**src/rtl/parity_engine.sv**
```systemverilog
// Serial parity generator/checker: captures a word, walks it LSB first and
// produces even/odd/mark/space parity, optionally checked against a received bit.
module parity_engine #(
    parameter int DATA_WIDTH = 8,
    parameter int LEN_W      = 4
) (
    input  logic                  clk,
    input  logic                  reset_n,
    input  logic                  Data_Valid,
    input  logic [DATA_WIDTH-1:0] P_DATA,
    input  logic [LEN_W-1:0]      DATA_LEN,
    input  logic                  PAR_EN,
    input  logic [1:0]            PAR_MODE,
    input  logic                  CHK_EN,
    input  logic                  RX_PAR,
    output logic                  busy,
    output logic                  parity_bit,
    output logic                  par_done,
    output logic                  par_err
);

    localparam logic [LEN_W-1:0] MAX_LEN = LEN_W'(DATA_WIDTH);

    localparam logic [1:0] MODE_EVEN  = 2'b00;
    localparam logic [1:0] MODE_ODD   = 2'b01;
    localparam logic [1:0] MODE_MARK  = 2'b10;
    localparam logic [1:0] MODE_SPACE = 2'b11;

    typedef enum logic [1:0] {
        IDLE = 2'b00,
        CALC = 2'b01,
        DONE = 2'b10
    } state_t;

    state_t                state;
    state_t                state_next;
    logic [DATA_WIDTH-1:0] shreg;
    logic [LEN_W-1:0]      cnt;
    logic [LEN_W-1:0]      cnt_inc;
    logic [LEN_W-1:0]      len_q;
    logic [LEN_W-1:0]      eff_len;
    logic [1:0]            mode_q;
    logic                  chk_q;
    logic                  rx_q;
    logic                  acc;
    logic                  capture;
    logic                  new_parity;

    assign cnt_inc = cnt + LEN_W'(1);

    // A zero or oversize length means "use the full word".
    always_comb begin
        eff_len = DATA_LEN;
        if (DATA_LEN == '0 || DATA_LEN > MAX_LEN) begin
            eff_len = MAX_LEN;
        end
    end

    always_comb begin
        new_parity = acc;
        case (mode_q)
            MODE_EVEN:  new_parity = acc;
            MODE_ODD:   new_parity = ~acc;
            MODE_MARK:  new_parity = 1'b1;
            MODE_SPACE: new_parity = 1'b0;
            default:    new_parity = acc;
        endcase
    end

    always_ff @(posedge clk or negedge reset_n) begin
        if (!reset_n) begin
            state <= IDLE;
        end else begin
            state <= state_next;
        end
    end

    always_comb begin
        state_next = state;
        busy       = 1'b0;
        capture    = 1'b0;
        case (state)
            IDLE: begin
                if (Data_Valid && PAR_EN) begin
                    capture    = 1'b1;
                    state_next = CALC;
                end
            end
            CALC: begin
                busy = 1'b1;
                if (cnt_inc == len_q) begin
                    state_next = DONE;
                end
            end
            DONE: begin
                busy       = 1'b1;
                state_next = IDLE;
            end
            default: begin
                state_next = IDLE;
            end
        endcase
    end

    // Everything about the word in flight is frozen at capture time.
    always_ff @(posedge clk or negedge reset_n) begin
        if (!reset_n) begin
            shreg  <= '0;
            cnt    <= '0;
            len_q  <= '0;
            mode_q <= '0;
            chk_q  <= 1'b0;
            rx_q   <= 1'b0;
            acc    <= 1'b0;
        end else if (capture) begin
            shreg  <= P_DATA;
            cnt    <= '0;
            len_q  <= eff_len;
            mode_q <= PAR_MODE;
            chk_q  <= CHK_EN;
            rx_q   <= RX_PAR;
            acc    <= 1'b0;
        end else if (state == CALC) begin
            acc   <= acc ^ shreg[0];
            shreg <= {1'b0, shreg[DATA_WIDTH-1:1]};
            cnt   <= cnt_inc;
        end
    end

    // Results are published on the edge that leaves DONE and held until the next word.
    always_ff @(posedge clk or negedge reset_n) begin
        if (!reset_n) begin
            parity_bit <= 1'b0;
            par_done   <= 1'b0;
            par_err    <= 1'b0;
        end else if (state == DONE) begin
            parity_bit <= new_parity;
            par_done   <= 1'b1;
            par_err    <= chk_q & (new_parity != rx_q);
        end else begin
            par_done   <= 1'b0;
        end
    end

endmodule

```
**config.mk**
```make
export PLATFORM = sky130hd
export DESIGN_NAME = parity_engine
export DESIGN_NICKNAME = d
export VERILOG_FILES = /design/src/rtl/parity_engine.sv
export SDC_FILE = /design/constraint.sdc
export NUM_CORES = 1
export LEC_CHECK = 0
export CAP_MARGIN = 30
export CORE_ASPECT_RATIO = 1.4
export CORE_UTILIZATION = 45
export DETAILED_ROUTE_END_ITERATION = 8
export PLACE_DENSITY = 0.74
export SYNTH_ARGS = -nofsm -noshare
export SYNTH_HDL_FRONTEND = slang
export SYNTH_SLANG_ARGS = --single-unit
```
**constraint.sdc**
```tcl
create_clock -name clk -period 1.5 [get_ports clk]
set_input_delay 0.3 -clock clk [delete_from_list [all_inputs] [get_ports clk]]
set_output_delay 0.3 -clock clk [all_outputs]
set_load 0.005 [all_outputs]
```
==> results <==
## cells in the mapped netlist, drive strengths merged
cell | n | area, um^2
ha | 4 | 50.1
o22ai | 2 | 12.5
nand3b | 3 | 22.5
and2 | 1 | 6.26
mux2 | 1 | 11.3
and3 | 1 | 6.26
nand4 | 1 | 6.26
a21oi | 1 | 5.00
xor2 | 5 | 43.8
xnor3 | 1 | 22.5
inv | 3 | 11.3
clkbuf | 4 | 15.0
o22a | 1 | 8.76
a311oi | 1 | 8.76
nand3 | 2 | 10.0
nand2 | 30 | 113
nand2b | 1 | 6.26
o21ai | 8 | 40.0
nor2 | 8 | 30.0
nor3 | 3 | 15.0
xnor2 | 5 | 43.8
dfrtp | 26 | 651
or2 | 1 | 6.26
nor2b | 1 | 6.26
mux2i | 8 | 80.1
buf | 1 | 5.00
## metrics by stage
step           TNS [ns]  utilization, %  instance area (um^2)
2_1_floorplan         0               -                  1240
3_3_place_gp          0            60.1                  1570
3_5_place_dp   -0.00254            60.1                  1570
4_1_cts               0            63.6                  1660
5_1_grt         -0.0284            64.4                  1690
6_report              0            64.4                  1690
## kinds of logic after synthesis
group	after synthesis	synth area share, %
AO/OA/AOI/OAI	13	6.07
XOR/XNOR	11	8.91
adder cells (fa/ha/maj)	4	4.05
buffers and inverters	8	2.53
flip-flops	26	52.6
multiplexers	9	7.39
AND/OR/NAND/NOR	52	18.4
## worst paths after layout
kind                        startpoint        end  slack (ns)  depth (start not counted)
max                           par_done   par_done        0.04                          1
min                            reset_n   len_q[0]        0.32                          2
max reg2reg                     cnt[0]   state[0]        0.05                          6
min reg2reg                  mode_q[1]  mode_q[1]        0.49                          2
max in group asynchronous      reset_n   shreg[6]        0.93                          2
min in group clk           PAR_MODE[1]  mode_q[1]        0.49                          3
## routing by layer
layer | track usage, % | wire length, um
met2 | 33.5 | 1400
met5 | 0 | 0
met1 | 21.6 | 1010
met4 | 5.88 | 15
met3 | 2.82 | 66
## layout by cell type, fill, tap and decap left out, types with 2 or more instances in the layout
cell type	netlist	layout
nor2_1	8	8
xor2_1	5	5
dlymetal6s2s_1	0	2
nor3_1	3	2
clkbuf_4	0	3
mux2i_1	8	8
nand2_1	30	30
xnor2_1	5	3
clkdlybuf4s50_1	0	20
buf_4	0	8
o22ai_1	2	2
dfrtp_1	26	26
ha_1	4	2
o21ai_0	8	7
inv_2	0	2
xnor2_2	0	2
ha_4	0	2
nand3b_1	3	3
## power by group through the flow
| stage | clock network [mW] | registers [mW] | logic [mW] |
|---|---|---|---|
| after floorplan | 0 | 1.17 | 0.916 |
| after global placement | 0 | 1.18 | 1.35 |
| after detailed placement | 0 | 1.20 | 1.39 |
| after CTS | 0.491 | 1.20 | 1.52 |
| after global routing | 0.519 | 1.23 | 1.73 |
| final | 0.482 | 1.20 | 1.57 |
## state kept, by name (all words and copies together) (netlist names)
| signal | cells |
|---|---|
| parity_bit | 1 |
| par_done | 1 |
| len_q | 4 |
| rx_q | 1 |
| chk_q | 1 |
| acc | 1 |
| state | 2 |
| mode_q | 2 |
| shreg | 8 |
| par_err | 1 |
| cnt | 4 |
## timing repair
| item | CTS | global route |
|---|---|---|
| hold buffers | 0 | 0 |
| setup buffers | 2 | 0 |
| setup endpoints to repair | 3 | 6 |
| gates resized for setup | 9 | 6 |
| pin swaps | 5 | 1 |
## layout make-up
type | count | area (um^2) | area share [%]
clock buffers | 3 | 22.5 | 1.34
flip-flops and latches | 26 | 651 | 38.6
well taps | 36 | 45.0 | 2.67
inverters | 3 | 11.3 | 0.668
multi-input cells | 89 | 604 | 35.9
clock inverters | 1 | 30.0 | 1.78
repair buffers | 33 | 322 | 19.1
==> flow_metrics.env <==
export IMPL_start_util_pct=47.3
export IMPL_avgViaCountPerCell=5.02
export IMPL_fin_skew_ns=0.00974
export IMPL_dp_slack_ns=-0.00254
export IMPL_combinationalPowerShare_pct=48.4
export IMPL_synth_cell_types=26
export IMPL_slowest_stage="clkdlybuf4s50_1"
export IMPL_syn_avg_cell_area_um2=10.1
export IMPL_antenna_found_initial=0
export IMPL_critical_path_startpoint_type="register"
export IMPL_setup_slack_ns=0.0415
export IMPL_placed_cells=185
export IMPL_fin_nets=180
export IMPL_status="finished with violations"
export IMPL_grt_util_all_layers_pct=18.7
export IMPL_p_clk_share_pct=14.8
export IMPL_internal_power_mw=2.12
export IMPL_routed_wl_um=2490
export IMPL_dpl_hpwl_um=1680
export IMPL_cp_required_ns=1.20
export IMPL_vdd_drop_max_mv=1.00
export IMPL_hold_path_class="in -> async"
export IMPL_crit_type="reg -> out"
export IMPL_first_pass_iters=6
export IMPL_arrival_ns=1.16
export IMPL_clockBufferDepth=2
export IMPL_path_delay_family="buffers and inverters"
export IMPL_path_clk_slew_ns=0.15
export IMPL_worst_slew_pin_slew_ns=0.327
export IMPL_io_buffers=23
export IMPL_end_kind="output port"
export IMPL_p_switching_mw=1.13
export IMPL_rsz0062_at_grt="yes"
export IMPL_maxSlewViolCount=0
export IMPL_die_w_um=46.3
export IMPL_die_y_um=64.0
export IMPL_grt_pass1_wl_um=4110
export IMPL_syn_inst=123
export IMPL_first_global_vias=964
export IMPL_area_growth_pct=36.3
export IMPL_seqPwrFrac_pct=36.8
export IMPL_timing_final_setup_violations=0
export IMPL_crit_buf_inv=1
export IMPL_cts_buffers=3
export IMPL_power_density_mw_per_mm2=1930
export IMPL_die_area_mm2=0.00296
export IMPL_grt_max_degree=31
export IMPL_core_mm2=0.00262
export IMPL_sw_frac_of_total_pct=34.9
export IMPL_hold_viol=0
export IMPL_max_cap_violations=0
export IMPL_place_gp_congestion=0.765
export IMPL_drtIter0Drc=32
export IMPL_synth_fp_nets=147
export IMPL_num_vias=958
export IMPL_period_needed_ns=1.46
export IMPL_max_slew_margin_rel_pct=78.2
export IMPL_h_tree_depth=1
export IMPL_rows=22
export IMPL_period_share_pct=97.2
export IMPL_fmax_ghz=0.686
export IMPL_cts_tree="yes"
export IMPL_insertion_delay_ns=0.33
export IMPL_syn_area_mm2=0.00124
export IMPL_grt_ovfl_total=0
export IMPL_routedWlPerCell_um=13.0
export IMPL_nFillCells=225
export IMPL_failed_checks="design-rule violations"
export IMPL_ys_ff_latch=26
export IMPL_cts_root_buf="clkbuf_4"
export IMPL_diodes=0
export IMPL_p_leak_nw=0.785
export IMPL_clock_sinks=26
export IMPL_antenna_left=0
export IMPL_drc=1
export IMPL_cp_max_fo=1
export IMPL_pin_count=24
export IMPL_instances_no_fill=191
export IMPL_slowest_delay_ns=0.50
export IMPL_drive_gt1_share_pct=15.5
export IMPL_worstPathCellList="clkdlybuf4s50_1"
export IMPL_hold_slack_ns=0.318
export IMPL_finalPower_mw=3.25
export IMPL_synth_warnings=0
export IMPL_seq_area_frac_synth_pct=52.6
Power figures use the tool's default switching activity.
